`config.mk`:
```
export PLATFORM = sky130hd
export DESIGN_NAME = morph_frame_sink
export DESIGN_NICKNAME = d
export VERILOG_FILES = /design/src/rtl/morph_frame_sink.sv
export SDC_FILE = /design/constraint.sdc
export NUM_CORES = 1
export LEC_CHECK = 0
export CAP_MARGIN = 20
export CORE_MARGIN = 2
export CORE_UTILIZATION = 51
export CTS_BUF_LIST = sky130_fd_sc_hd__clkbuf_4 sky130_fd_sc_hd__clkbuf_8 sky130_fd_sc_hd__clkbuf_16
export DETAILED_ROUTE_END_ITERATION = 6
export HOLD_SLACK_MARGIN = 0.15
export PLACE_DENSITY = 0.7
export SLEW_MARGIN = 25
export SYNTH_ARGS = -nofsm -noshare
export SYNTH_HDL_FRONTEND = slang
export SYNTH_SLANG_ARGS = --single-unit
```
`constraint.sdc`:
```
create_clock -name clk -period 3.64 [get_ports clk]
set_input_delay 0.546 -clock clk [delete_from_list [all_inputs] [get_ports clk]]
set_output_delay 0.546 -clock clk [all_outputs]
set_load 0.02 [all_outputs]
```
`src/rtl/morph_frame_sink.sv`:
```
// morph_frame_sink: realigns the 3x3 morphology filter output stream to
// pixel coordinates, masks the wrap border and counts foreground pixels.
module morph_frame_sink #(
  parameter int   WIDTH      = 256,
  parameter int   HEIGHT     = 256,
  parameter int   LAT        = 257,
  parameter logic BORDER_VAL = 1'b0,
  parameter int   CW         = 17
) (
  input  logic          clk,
  input  logic          rst,
  input  logic          sof,
  input  logic          pix_in,
  output logic          pix_out,
  output logic          pix_valid,
  output logic [7:0]    col,
  output logic [7:0]    row,
  output logic          eof,
  output logic [CW-1:0] fg_count,
  output logic          count_valid
);

  localparam int DW = (LAT > 1) ? $clog2(LAT + 1) : 1;

  localparam logic [7:0]    XMAX    = 8'(WIDTH - 1);
  localparam logic [7:0]    YMAX    = 8'(HEIGHT - 1);
  localparam logic [DW-1:0] DLAST   = DW'(LAT - 1);
  localparam logic [CW-1:0] ACC_MAX = '1;

  typedef enum logic [1:0] {
    IDLE,
    PRIME,
    STREAM,
    DONE
  } state_t;

  state_t        state;
  logic [DW-1:0] dly;
  logic [7:0]    cx;
  logic [7:0]    cy;
  logic [CW-1:0] acc;

  logic on_border;
  logic last_px;
  logic masked;

  // Position of the pixel sampled this edge decides masking and frame end.
  assign on_border = (cx == 8'd0) || (cx == XMAX) ||
                     (cy == 8'd0) || (cy == YMAX);
  assign last_px   = (cx == XMAX) && (cy == YMAX);
  assign masked    = on_border ? BORDER_VAL : pix_in;

  // Frame FSM: wait out the filter latency, stream one frame, publish count.
  // The PRIME exit edge is chosen so pixel 0 is sampled LAT+1 edges after sof.
  always_ff @(posedge clk or posedge rst) begin
    if (rst) begin
      state       <= IDLE;
      dly         <= '0;
      cx          <= '0;
      cy          <= '0;
      acc         <= '0;
      pix_out     <= 1'b0;
      pix_valid   <= 1'b0;
      col         <= '0;
      row         <= '0;
      eof         <= 1'b0;
      fg_count    <= '0;
      count_valid <= 1'b0;
    end else begin
      pix_valid   <= 1'b0;
      eof         <= 1'b0;
      count_valid <= 1'b0;
      unique case (state)
        IDLE: begin
          if (sof) begin
            state <= PRIME;
            dly   <= '0;
          end
        end
        PRIME: begin
          if (sof) begin
            dly <= '0;
          end else if (dly == DLAST) begin
            state <= STREAM;
            cx    <= '0;
            cy    <= '0;
            acc   <= '0;
          end else begin
            dly <= dly + 1'b1;
          end
        end
        STREAM: begin
          if (sof) begin
            state <= PRIME;
            dly   <= '0;
          end else begin
            pix_out   <= masked;
            pix_valid <= 1'b1;
            col       <= cx;
            row       <= cy;
            eof       <= last_px;
            if (masked && (acc != ACC_MAX)) begin
              acc <= acc + 1'b1;
            end
            if (cx == XMAX) begin
              cx <= '0;
              cy <= cy + 8'd1;
            end else begin
              cx <= cx + 8'd1;
            end
            if (last_px) begin
              state <= DONE;
            end
          end
        end
        DONE: begin
          fg_count    <= acc;
          count_valid <= 1'b1;
          dly         <= '0;
          state       <= sof ? PRIME : IDLE;
        end
        default: state <= IDLE;
      endcase
    end
  end

endmodule

```
## Yosys cells after proc, flatten, opt, wreduce, memory -nomap -nowiden

Cells that the tools add are included.

| storage, ports and cells | value |
|---|---|
| output and inout bits | 37 |
| flip-flop bits (word level) | 81 |
| input bits | 4 |

| operators by class | value |
|---|---|
| reduce and logical (&&, ||, !) cells | 16 |
| muxes and demuxes | 30 |
| add/sub/neg operators | 4 |
| equal/unequal tests | 16 |
| bitwise logic cells | 1 |

Operator list:

| operator | count |
|---|---|
| $mux 17 | 4 |
| $mux 8 | 6 |
| $pmux 17 s2 | 1 |
| $pmux 8 s2 | 2 |
| $mux 9 | 3 |
| $pmux 9 s3 | 1 |
| $add 17x1->17 const B | 1 |
| $ne 17x17->1 const B | 1 |
| $add 8x1->8 const B | 2 |
| $eq 8x8->1 const B | 2 |
| $logic_not 8->1 | 2 |
| $ne 2x2->1 const B | 6 |
| $mux 2 | 5 |
| $reduce_and 5->1 | 2 |
| $add 9x1->9 const B | 1 |
| $eq 9x9->1 const B | 1 |
| $pmux 2 s4 | 1 |
| $reduce_and 4->1 | 2 |
| $mux 1 | 7 |
| $ne 3x3->1 const B | 2 |
| $eq 2x2->1 const B | 2 |
| $reduce_and 2->1 | 2 |
| $logic_or 1x1->1 | 3 |
| $eq 2x1->1 const B | 1 |
| 6 further kinds | 7 |

## Logic depth before layout (Yosys ltp)

| logic depth | value |
|---|---|
| word-level depth | 9 |
| mapped depth | 9 |
| mapped depth without buffers | 7 |

## Worst setup path before layout

No wires, ideal clock.

| timing path | value |
|---|---|
| path kind | reg2reg |
| start point | register acc[0] |
| end point | register acc[3] |
| setup slack | 1.067 ns |
| period minus slack after synthesis | 2.573 ns |
| buffers on the path | 2 |
| stages on the path, launching flop included | 10 |
| arrival | 2.447 ns |
| cells stage by stage | dfrtp_1 ha_1 nand4_1 or4_1 nor3_1 ha_1 clkbuf_1 clkbuf_1 nor4_1 a221o_1 |

| between the ends | value |
|---|---|
| word-level cells in the longest chain between the ends | 4 |
| elaborated cells between the ends (all ways) | 8 |
| those cells by class | add/sub (1); eq/ne (2); mux (3); reduce/logical (2) |

Ends and longest elaborated chain:

| item | RTL line | RTL |
|---|---|---|
| from (decl) | 41 | `logic [CW-1:0] acc;` |
| from (signal assigned) | 103 | `acc <= acc + 1'b1;` |
| $add 17x1->17 or $ne 17x17->1 (tied branches) | 103, 102 |  |
| $mux 17 or $logic_and 1x1->1 (tied branches) | 102 | `if (masked && (acc != ACC_MAX)) begin` |
| $mux 17 or $ne 2x2->1 (tied branches) | - |  |
| $pmux 17 s2 or $reduce_and 5->1 (tied branches) | - |  |

Parallel ways exist; a longest one is shown, timed or not. The select of a mux whose other input is x is not followed.
A chain may end at the register's enable or synchronous reset.

## Worst setup path in the final report

Same ends and word-level chain as after synthesis.

==> metrics <==
result of the run complete, no violations; XOR/XNOR share of the synthesized area 2.64%; internal reg-to-reg setup slack 0.79 ns; mapped cell area 3990 µm²; Yosys cell types 52; Mapped Avg Cell Area 9.96 µm²; maximum buffer depth of the clock tree 2; Clock power frac 43.6%; Synth Area in Compound Gates 13.8%; Setup CP Type flip-flop to flip-flop; Synth area leader dfrtp_1; Post-Synth Simple-Gate Area 21.9%; R2R Path Start acc[0]; cells after synthesis 400; Primary FF master, synth dfrtp_1; DR pass1 iterations 5; row count 32; CP Cell Sequence ha_1, nand4_1, or4_1, nor3_1, ha_1, nor3_2, a221o_1; DRC violations left 0; setup violators final 0; Worst Hold End col[3]; Slew Limit Headroom 46.2%; H-tree depth 3; Gate power share 5.9%; vias in the first global route 2,943; hold buffer count at CTS 0; die area 8540 µm²; NetSw 0.425 mW; TNS Setup 0 ns; Adder-Cell Fraction of Synth Area 2.51%; largest family of logic cells by synthesized area simple AND/OR/NAND/NOR gates; top-count cell post-synth dfrtp_1; wire per inst 15.0 µm; reg2reg end acc[3]; via count 3,040; EDFF count, synth 0; Total Routed Length 8130 µm; post-DP HPWL 5650 µm; vias per cell 5.60; Num CTS Buffers 9; antenna diode count 0; most common library cells after synthesis dfrtp_1, nand2_1, nor2_1, o21ai_0, mux2_2; reg2reg path depth 7; Design Area, Final 4710 µm²; VDD IR max 196 µV; antenna violations before repair 0; Post-DP Area 4460 µm²; Arr. time, crit path 3.08 ns; Worst setup SP type flip-flop; port bufs 40; Most common cell on crit path ha_1; #FFs+latches synth 81; core box area 7650 µm²; Layout fillers 628; post-layout min period 2.85 ns; Max Cap Viol 0; f_max 351 MHz; clk_lat worst skew 0.35 ns; I/O pin cnt 41; unrepaired setup endpoints after global routing no; post-cts resize count 0; top-area cell type share of the netlist area 50.9%; Die H 92.4 µm; aggregate global routing overflow 0; clock skew 0.0109 ns; leakage power 2.10 nW; Critical Path Fanout Max 17; 1st-iter DRT viols 284; Worst path max stage delay 0.58 ns; Syn-to-layout area delta 18.2%; overall routing resource usage 20.8%; Die X 92.4 µm; fin util 61.6%; initial core utilization 52.1%; Final ANT Viol Nets 0; share of cells above drive strength 1 11.1%; CTS tree done; syn_nets 412; GPL Wtd Cong 0.860; final hold violation count 0; WHS Path Cells 2; P_int 1.44 mW; Clock Tree Root clkbuf_8; CTS clk-pin slew, worst paths 0.08 ns; synth top area cells dfrtp_1, nand2_1, mux2_2; mux contribution to synthesized area 4.49%; Yosys warnings 0; Seq/Total Area, Yosys 50.9%; Slew @ Worst Pin 0.807 ns; first-pass GRT wire length 14,200 µm; CP required 3.87 ns; Top delay family on crit path simple AND/OR/NAND/NOR gates; post-CTS setup buffer count 0; Flop pwr share 50.5%; clock sink total 81; Nets 448; Pwr per Cell Area 396 nW/µm²; max-slew violations 0; area occupied by multi-input gates 1800 µm²; CP Buf/Inv Count 0; sequential cell area 2030 µm²; Tcrit/Tclk final 78.3%; Async S/R FF share, synth 100%; hold wc startpoint col[3]; class of the worst hold path flip-flop to flip-flop; Critical Path Sink Type flip-flop; largest net degree at the start of global routing 49; Critical-path top delay cell ha_1; Switching Share 22.8%
-- worst register-to-register path, stage by stage (launching register included) --
cell and delay [ns]:
dfrtp_1 0.40, ha_1 0.22, nand4_1 0.20, or4_1 0.54, nor3_1 0.23, ha_1 0.58
nor3_2 0.23, a221o_1 0.34
-- layout make-up --
class | instances | area share (%)
multi-input cells | 284 | 38.3
flip-flops and latches | 81 | 43.0
well taps | 102 | 2.71
clock buffers | 10 | 2.92
clock inverters | 6 | 2.42
repair buffers | 46 | 9.46
inverters | 14 | 1.14
-- metal layers --
metal,track usage [%],routed length [µm],vias to the layer above
li1,-,-,1497
met1,29.5,3920,1467
met2,31.8,3810,68
met3,4.72,299,8
met4,6.97,102,0
met5,0,0,-
-- cell families after synthesis --
kind of cell	Yosys count
multiplexers	16
AND/OR/NAND/NOR	170
flip-flops	81
adder cells (fa/ha/maj)	8
XOR/XNOR	12
buffers and inverters	35
AO/OA/AOI/OAI	78
-- stage by stage --
stage / instances / hold WS (ns) / setup WS [ns] / power, mW
2_1_floorplan: 400 / 0.494 / 1.01 / 1.03
3_3_place_gp: 527 / 0.459 / 0.900 / 1.07
4_1_cts: 543 / 0.485 / 0.808 / 1.88
6_report: 543 / 0.477 / 0.791 / 1.87
3_5_place_dp: 527 / 0.463 / 0.820 / 1.07
5_1_grt: 543 / 0.506 / 0.522 / 1.95
-- registers in the layout (all words and copies together), names as in the netlist --
| register | flops |
|---|---|
| acc | 17 |
| fg_count | 17 |
| dly | 9 |
| col | 8 |
| cx | 8 |
| cy | 8 |
| row | 8 |
| state | 2 |
| count_valid | 1 |
| eof | 1 |
| pix_out | 1 |
| pix_valid | 1 |
-- power groups by stage --
stage / clock network (mW) / registers (mW) / logic (mW)
after floorplan: 0 / 0.963 / 0.0658
after global placement: 0 / 0.959 / 0.111
after detailed placement: 0 / 0.960 / 0.113
after CTS: 0.829 / 0.942 / 0.113
after global routing: 0.875 / 0.946 / 0.126
final: 0.814 / 0.942 / 0.111
-- how the worst max path moves through the flow --
stage	to	depth (start not counted)	slack (ns)	from
global placement	cx[5]	7	0.90	sof
detailed placement	acc[3]	7	0.82	acc[0]
global route	acc[13]	7	0.52	acc[0]
floorplan	acc[0]	1	1.01	rst
finish	acc[3]	7	0.79	acc[0]
CTS	acc[3]	7	0.81	acc[0]
-- cell usage in the layout, fill, tap and decap left out, drive strengths merged, types with 4 or more instances in the layout --
cell / n
a2111oi: 8
a211oi: 4
a21o: 9
a21oi: 8
a221o: 5
and3: 4
buf: 6
clkbuf: 10
clkdlybuf4s50: 40
dfrtp: 81
ha: 8
inv: 14
mux2: 15
nand2: 75
nand2b: 7
nand3: 15
nand4: 4
nor2: 25
nor3: 5
nor4: 9
o21ai: 25
o31ai: 4
or2: 4
or4: 9
xnor2: 10
Power figures use the tool's default switching activity.
